===== config.mk =====
export PLATFORM = sky130hd
export DESIGN_NAME = serial_neuron_mac
export DESIGN_NICKNAME = d
export VERILOG_FILES = /design/src/rtl/serial_neuron_mac.sv
export SDC_FILE = /design/constraint.sdc
export NUM_CORES = 1
export LEC_CHECK = 0
export CAP_MARGIN = 20
export CORE_ASPECT_RATIO = 1.4
export CORE_UTILIZATION = 45
export CTS_CLUSTER_DIAMETER = 120
export DETAILED_ROUTE_END_ITERATION = 6
export GPL_TIMING_DRIVEN = 0
export PLACE_DENSITY = 0.7
export REMOVE_ABC_BUFFERS = 1
export SLEW_MARGIN = 25
export SYNTH_ARGS = -nofsm -noshare
export SYNTH_HDL_FRONTEND = slang
export SYNTH_SLANG_ARGS = --single-unit

===== constraint.sdc =====
create_clock -name clk_i -period 5.9 [get_ports clk_i]
set_clock_uncertainty 0.2 [all_clocks]
set_input_delay 0.59 -clock clk_i [delete_from_list [all_inputs] [get_ports clk_i]]
set_output_delay 0.59 -clock clk_i [all_outputs]
set_load 0.03 [all_outputs]

===== src/rtl/serial_neuron_mac.sv =====
// serial_neuron_mac: bit-serial neuron, one weight per cycle, act(bias + sum x*w) with saturation
module serial_neuron_mac #(
  parameter int N_INPUTS  = 4,
  parameter int W_WIDTH   = 8,
  parameter int OUT_WIDTH = 10,
  parameter int RELU_EN   = 1
) (
  input  logic                          clk_i,
  input  logic                          rst_i,
  input  logic                          en_i,
  input  logic                          valid_i,
  output logic                          ready_o,
  input  logic [N_INPUTS-1:0]           x_i,
  input  logic [N_INPUTS*W_WIDTH-1:0]   w_i,
  input  logic signed [W_WIDTH-1:0]     bias_i,
  output logic                          valid_o,
  input  logic                          ready_i,
  output logic signed [OUT_WIDTH-1:0]   neuron_o
);
  localparam int ACC_W = W_WIDTH + $clog2(N_INPUTS) + 1;
  localparam int IDX_W = $clog2(N_INPUTS);
  localparam int SW    = (ACC_W > OUT_WIDTH) ? ACC_W : OUT_WIDTH;
  localparam logic [IDX_W-1:0] LAST = IDX_W'(N_INPUTS - 1);
  localparam logic signed [OUT_WIDTH-1:0] MAX_O = {1'b0, {(OUT_WIDTH-1){1'b1}}};
  localparam logic signed [OUT_WIDTH-1:0] MIN_O = {1'b1, {(OUT_WIDTH-1){1'b0}}};
  localparam logic signed [SW-1:0] OUT_MAX = SW'(MAX_O);
  localparam logic signed [SW-1:0] OUT_MIN = SW'(MIN_O);

  typedef enum logic [1:0] {IDLE, ACCUM, DONE} state_t;

  state_t                      state_q, state_d;
  logic [N_INPUTS-1:0]         x_q;
  logic [N_INPUTS*W_WIDTH-1:0] w_q;
  logic [IDX_W-1:0]            idx;
  logic signed [ACC_W-1:0]     acc, sum_next;
  logic signed [SW-1:0]        sum_w;
  logic [W_WIDTH-1:0]          w_sel;
  logic                        last, over, under;
  logic signed [OUT_WIDTH-1:0] result;

  assign ready_o  = rst_i & en_i & (state_q == IDLE);
  assign last     = (idx == LAST);
  assign w_sel    = w_q[int'(idx)*W_WIDTH +: W_WIDTH];
  assign sum_next = acc + (x_q[idx] ? ACC_W'($signed(w_sel)) : ACC_W'(0));
  assign sum_w    = SW'(sum_next);
  assign over     = sum_w > OUT_MAX;
  // ReLU moves the lower clamp to zero
  assign under    = (RELU_EN != 0) ? (sum_w < 0) : (sum_w < OUT_MIN);
  assign result   = under ? ((RELU_EN != 0) ? '0 : MIN_O) : over ? MAX_O : sum_w[OUT_WIDTH-1:0];

  always_comb begin
    state_d = state_q;
    if (en_i)
      state_d = (state_q == IDLE && valid_i)  ? ACCUM :
                (state_q == ACCUM && last)    ? DONE  :
                (state_q == DONE && ready_i)  ? IDLE  : state_q;
  end

  always_ff @(posedge clk_i or negedge rst_i) begin
    if (!rst_i) state_q <= IDLE;
    else        state_q <= state_d;
  end

  always_ff @(posedge clk_i or negedge rst_i) begin
    if (!rst_i) begin
      x_q      <= '0;
      w_q      <= '0;
      idx      <= '0;
      acc      <= '0;
      valid_o  <= 1'b0;
      neuron_o <= '0;
    end else if (en_i) begin
      if (state_q == IDLE && valid_i) begin
        x_q <= x_i;
        w_q <= w_i;
        acc <= ACC_W'(bias_i);
        idx <= '0;
      end else if (state_q == ACCUM) begin
        acc <= sum_next;
        idx <= idx + 1'b1;
        if (last) begin
          neuron_o <= result;
          valid_o  <= 1'b1;
        end
      end else if (state_q == DONE && ready_i) begin
        valid_o <= 1'b0;
      end
    end
  end
endmodule


**After elaboration in Yosys (flattened, before gate mapping)**

Cells that the tools add are included.

- Bits in registers: 62
- Input port bits: 49
- Word-level logic and storage cells: 47

- Add/sub/neg operators: 2
- $lt $le $gt $ge: 3
- Equality and inequality tests: 4
- Shift operators: 1
- Mux-type cells: 15
- Bitwise gates (word level): 3
- Reductions and logical operators: 12

Operator list:

| operator | number |
|---|---|
| 11-bit 2-to-1 mux | 3 |
| 32-bit by 6-bit variable part select with 8-bit output | 1 |
| 10-bit 2-to-1 mux | 2 |
| 11-bit adder | 1 |
| 11-bit by 10-bit greater-than comparator with 1-bit output, second input constant | 1 |
| 11-bit by 1-bit less-than comparator with 1-bit output, second input constant | 1 |
| 2-bit 2-to-1 mux | 5 |
| 4-bit AND reduction | 2 |
| 2-bit AND reduction | 3 |
| 2-bit == test, second input constant | 2 |
| 1-bit 2-to-1 mux | 4 |
| 2-bit nonzero test | 2 |
| 1-bit logical AND | 3 |
| 2-bit by 3-bit less-than comparator with 1-bit output, second input constant | 1 |
| 3-bit nonzero test | 1 |
| 2-bit by 1-bit adder with 2-bit output, second input constant | 1 |
| 1-bit AND | 2 |
| 1-bit binary-select mux with 2-bit select | 1 |
| 2-bit by 1-bit == test with 1-bit output, second input constant | 1 |
| 2-bit zero test | 1 |
| 2-bit inequality test, second input constant | 1 |
| 1-bit NOT | 1 |

**Logic depth before layout (Yosys ltp)**

Gate-level depths: netlist (run 1).

- Word-level depth: 7
- Depth in mapped cells: 14

**Least setup slack after synthesis (run 1)**

OpenSTA, ideal clock, no wires.

- Path kind: register to register
- Start: reg idx[0]
- End: reg neuron_o[1]
- Library setup time: 0.135 ns
- Data arrival time: 3.074 ns
- Required time: 5.565 ns
- Setup slack: 2.491 ns
- Cell stages (with the launch flop): 12
- Period minus slack after synthesis: 3.409 ns
- Path through: dfrtp_1 buf_1 mux4_2 and2_1 ha_1 a211oi_1 o21bai_1 and4_1 or3_1 buf_2 a21boi_0 o31ai_1

- Cells in the longest elaborated chain, start to end: 7

RTL lines:

| item | line | source |
|---|---|---|
| from (decl) | 34 | `logic [IDX_W-1:0] idx;` |
| from (signal assigned) | 80 | `idx <= idx + 1'b1;` |
| parallel branches: the longest is 7 deep, another holds 11-bit adder | - |  |
| to (signal assigned) | 82 | `neuron_o <= result;` |
| to (decl) | 18 | `output logic signed [OUT_WIDTH-1:0] neuron_o` |

Parallel ways; which one is timed is not known. The select of a mux whose other input is x is not followed.
A chain may end at the register's enable or synchronous reset.

**Final worst setup path (run 1)**

- Start: reg idx[0]
- End: reg neuron_o[2]

Same word-level chain as after synthesis.

==> results of run 1 <==
report_power, final:
group / total (mW) / internal (mW) / switching, mW
Combinational: 1.59 / 0.743 / 0.848
Clock: 0.410 / 0.237 / 0.173
Sequential: 0.773 / 0.629 / 0.144
layout make-up:
cell class | count | area, um2 | area share [%]
flip-flops and latches | 62 | 1550 | 36.8
clock inverters | 6 | 86.3 | 2.05
inverters | 4 | 15.0 | 0.356
multi-input cells | 212 | 1670 | 39.5
repair buffers | 63 | 656 | 15.5
clock buffers | 10 | 128 | 3.02
well taps | 95 | 119 | 2.82
through the flow:
step           instance area [um2]  worst slack, ns
2_1_floorplan                 3230             2.51
4_1_cts                       4220             1.98
3_5_place_dp                  4000             2.02
3_3_place_gp                  3950            0.925
5_1_grt                       4220             1.74
6_report                      4220             2.07
metal layers:
layer	up-vias	global-route usage, %
met5	-	0
met4	0	11.3
met3	16	5.43
met2	64	36.4
met1	1177	24.6
li1	1183	-
state kept, by name, indices dropped and copies added (netlist names):
name,cells
acc,11
w_q,32
valid_o,1
neuron_o,10
idx,2
x_q,4
state_q,2
synth_stat cells (5+ instances only):
library cell   n
dfrtp_1       62
mux2_2        36
nand2_1       27
a21oi_1       23
nor2_1        19
ha_1          11
o31ai_1       11
and2_1        10
clkbuf_1      10
o21ai_0        8
mux4_2         7
a31oi_1        6
a211oi_1       5
final timing paths:
path                             start          end  slack [ns]
hold / removal             neuron_o[1]  neuron_o[1]        0.27
max in group asynchronous        rst_i      w_q[10]        4.52
setup reg to reg                idx[0]  neuron_o[2]        2.07
min in group asynchronous        rst_i       acc[8]        0.46
setup / recovery                idx[0]  neuron_o[2]        2.07
hold reg to reg            neuron_o[1]  neuron_o[1]        0.27
cell families after synthesis:
kind of cell	count (synthesis)	synth area share (%)
and+or+nand+nor	75	10.7
xor gates and xnor gates	7	2.09
buffers and inverters	20	2.43
muxes	46	18.5
adders and majority gates	12	4.78
DFF	62	47.1
AOI/OAI and AO/OA	72	14.4
critical path: stages, from the launching register on:
cell,delay [ns]
dfrtp_1,0.75
mux4_2,0.69
nand2_1,0.16
inv_1,0.06
ha_1,0.29
a211oi_1,0.31
o21bai_1,0.14
and4_1,0.25
or3_1,0.51
a21boi_0,0.24
o31ai_1,0.08
what timing repair did:
item                                    in CTS  in global routing
hold buffers                                 1                  0
hold endpoints to repair                    19                  0
endpoints found under the setup margin       0                  0
==> flow_summary.ini, run 1 <==
[worst_setup_path]
path_class = reg -> reg
path_max_fanout = 13
cp-end-kind = flop
cp.required_ns = 5.89
critPathLaunchType = flop
arrival_ns = 3.82
reg2reg_depth = 10

[sta]
hold_ws_ns = 0.275
fin_crit_ns = 3.83
hold_viol_final = 0
fmax_ghz = 0.261
drv_slew = 0
tightest_slew_ns = 0.912
period_share_pct = 64.9
fin_tns_setup_ns = 0
setup_viol = 0
rsz0062_at_grt = false
slew_headroom_pct = 38.8

[clocking]
htree_levels = 3
clockRootBuffer = clkbuf_8
cts.repair.resized = 0
cts.path.max_buffers = 2
cts.clk_slew.worst_paths_ns = 0.07
worstSkewPairLatency_ns = 0.34
postCtsSetupBuffers = 0
cts.sinks = 62
cts_buffers = 9
cts_tree = built

[finish]
n_fill_cell = 627
fin_cells = 452
final_util_pct = 60.1
diodes = 0
areaGrowthSynthToFinish_pct = 28.0
layout_common_cells = 62 x dfrtp_1, 59 x clkdlybuf4s50_1, 36 x mux2_2
final_common_cell = dfrtp_1
nNetsFinal = 413
drive_above_1_share_pct = 19.3

[placed_design]
place_congestion = 0.862
placedCellCount = 435
dp_hpwl_mm = 5.18
port-buffer-count = 60

[routing]
firstDrtPassIters = 4
drt_iter0_markers = 107
via_per_inst = 5.40
ant_nets = 0
m1WireLength_mm = 2.85
num_vias = 2440
wl_met3_um = 326
wl_met2_mm = 3.56
top_layer = met4
wl_per_cell_um = 15.4
drc = 0
routed_wl_mm = 6.94

[worst_hold_path]
holdPathStages = 2
hp-class = reg -> reg

[grt]
grt_max_degree = 44
grt_pass1_wl_mm = 12.1
track_usage_pct = 21.4
grt_overflow_total = 0
grt_pass1_vias = 2575
antenna_found_initial = 0

[synthesis]
yosys-top-cells-area = dfrtp_1 47%, mux2_2 12%, mux4_2 4.8%
synth_edf_count = 0
async_flop_share_pct = 100
syn_avg_cell_area_um2 = 11.2
synth_top_area_share_pct = 47.1
ys.flop_type = dfrtp_1
synth_cells = 294
yosysTopAreaCell = dfrtp_1
syn-cell-area_um2 = 3300
yosysWarnings = 0
ys_seq_area_share_pct = 47.1
ys_ff_latch = 62
synth.distinct_cells = 45

[power_and_ir_drop]
ir_drop_uv = 246
p_leak_nw = 1.78
p_per_area_nw_per_um2 = 657
totalPowerFinal_mw = 2.77

[floorplan]
start_util_pct = 46.9
dieArea_um2 = 7680
die_y_um = 103
core-area_um2 = 7030
rows = 36
io_pins = 61
fp.dieW_um = 74.3

[run_status]
status = finished clean

[flow_run]
max-cap-violations = 0
(Power assumes the default switching activity.)
==> inputs of run 2 (changes only) <==
clock period = 3.55 ns   (was 5.9 ns; I/O delays follow)
==> run 2 against run 1 <==
Sequential power rose by 64%. Via count rose by 0.53%. Largest cell class unchanged. Fmax increased by 14%. Power rose by 69%. Critical endpoint is now neuron_o[5].
==> flow_summary.ini, run 2 (synthesis gave the netlist of run 1 again) <==
[worst_setup_path]
arrival_ns = 3.34
cp.required_ns = 3.54
path_class = reg -> reg
r2r_slack_ns = 0.20
regToRegEndpoint = neuron_o[5]
reg2reg_depth = 12
critPathLaunchType = flop
cp-end-kind = flop
timing.rr.start = idx[0]
path_max_fanout = 8

[sta]
setup_slack_ns = 0.204
slew_headroom_pct = 39.9
rsz0062_at_grt = false
fmax_ghz = 0.299
hold_ws_ns = 0.225
drv_slew = 0
setup_viol = 0
hold_viol_final = 0
tightest_slew_ns = 0.895
fin_crit_ns = 3.35
fin_tns_setup_ns = 0
period_share_pct = 94.2

[power_and_ir_drop]
p_per_area_nw_per_um2 = 1100
ir_drop_uv = 423
totalPowerFinal_mw = 4.69
p_leak_nw = 1.79

[run_status]
status = finished clean

[finish]
largest_reg_flops = 32
areaGrowthSynthToFinish_pct = 29.3
final_common_cell = dfrtp_1
fin_cells = 455
top_register = w_q
layout_common_cells = 60 x dfrtp_1, 59 x clkdlybuf4s50_1, 36 x mux2_2
drive_above_1_share_pct = 21.4
largest_registers = w_q: 32 flops, acc: 11 flops, neuron_o: 10 flops
nNetsFinal = 416
diodes = 0

[grt]
grt_max_degree = 44
grt_pass1_wl_mm = 12.2
antenna_found_initial = 0
grt_overflow_total = 0
track_usage_pct = 21.6
grt_pass1_vias = 2586

[routing]
routed_wl_mm = 7.02
num_vias = 2453
drc = 0
firstDrtPassIters = 5
via_per_inst = 5.39
drt_iter0_markers = 91
ant_nets = 0
wl_per_cell_um = 15.4

[floorplan]
dieArea_um2 = 7680
start_util_pct = 46.9
core-area_um2 = 7030
rows = 36
fp.dieW_um = 74.3
io_pins = 61
die_y_um = 103

[clocking]
cts.path.max_buffers = 2
cts.sinks = 62
clockRootBuffer = clkbuf_8
htree_levels = 3
cts_buffers = 9
cts_tree = built
worstSkewPairLatency_ns = 0.34
cts.clk_slew.worst_paths_ns = 0.08

[flow_run]
max-cap-violations = 0

[placed_design]
placedCellCount = 435
place_congestion = 0.862
place_ws_ns = -0.326
dp_hpwl_mm = 5.18
port-buffer-count = 60

[worst_hold_path]
hp-class = in -> async
[run 2: power breakdown]
group	switching [mW]	internal (mW)	total (mW)
registers	0.219	1.05	1.27
clock network	0.291	0.394	0.685
logic	1.45	1.28	2.73
[run 2: area by class of cell]
type	instances	area, um2
clock inverters	6	86.3
inverters	4	15.0
clock buffers	10	128
fillers	622	2770
multi-input cells	212	1680
flip-flops and latches	62	1560
well taps	95	119
repair buffers	66	678
[run 2: worst max-delay path, cell delays in order, from the launching register on]
cell and delay, ns:
dfrtp_4 0.45, buf_4 0.16, mux4_2 0.48, and2_1 0.18
ha_1 0.21, inv_1 0.07, fa_1 0.21, nor2b_2 0.07
o2111a_1 0.24, o31ai_1 0.30, a211oi_2 0.15, nor2_2 0.33
o31ai_1 0.13
[run 2: worst max-delay path by stage]
stage	slack, ns	cells past startpoint	endpoint	startpoint
after global routing	0.002	10	neuron_o[1]	idx[0]
after floorplan	0.16	10	neuron_o[1]	idx[0]
after global placement	-0.95	3	ready_o	rst_i
final	0.20	12	neuron_o[5]	idx[0]
after CTS	0.06	10	neuron_o[1]	idx[0]
after detailed placement	-0.33	10	neuron_o[1]	idx[0]
[run 2: per-stage QoR]
stage          area [um2]  util (%)
6_report             4260      60.6
5_1_grt              4260      60.6
4_1_cts              4250      60.5
3_5_place_dp         4000      56.9
3_3_place_gp         3950      56.2
2_1_floorplan        3230         -
[run 2: timing repair]
| item | 4_1_cts | 5_1_grt |
|---|---|---|
| hold buffers | 1 | 0 |
| setup endpoints to repair | 12 | 9 |
| resized for setup | 3 | 3 |
| setup buffers | 3 | 0 |
| hold endpoints to repair | 19 | 0 |
[run 2: metal layers]
layer	global-route usage [%]	wire [um]
met5	0	0
met1	24.6	2850
met2	37.1	3670
met3	5.33	315
met4	11.5	180
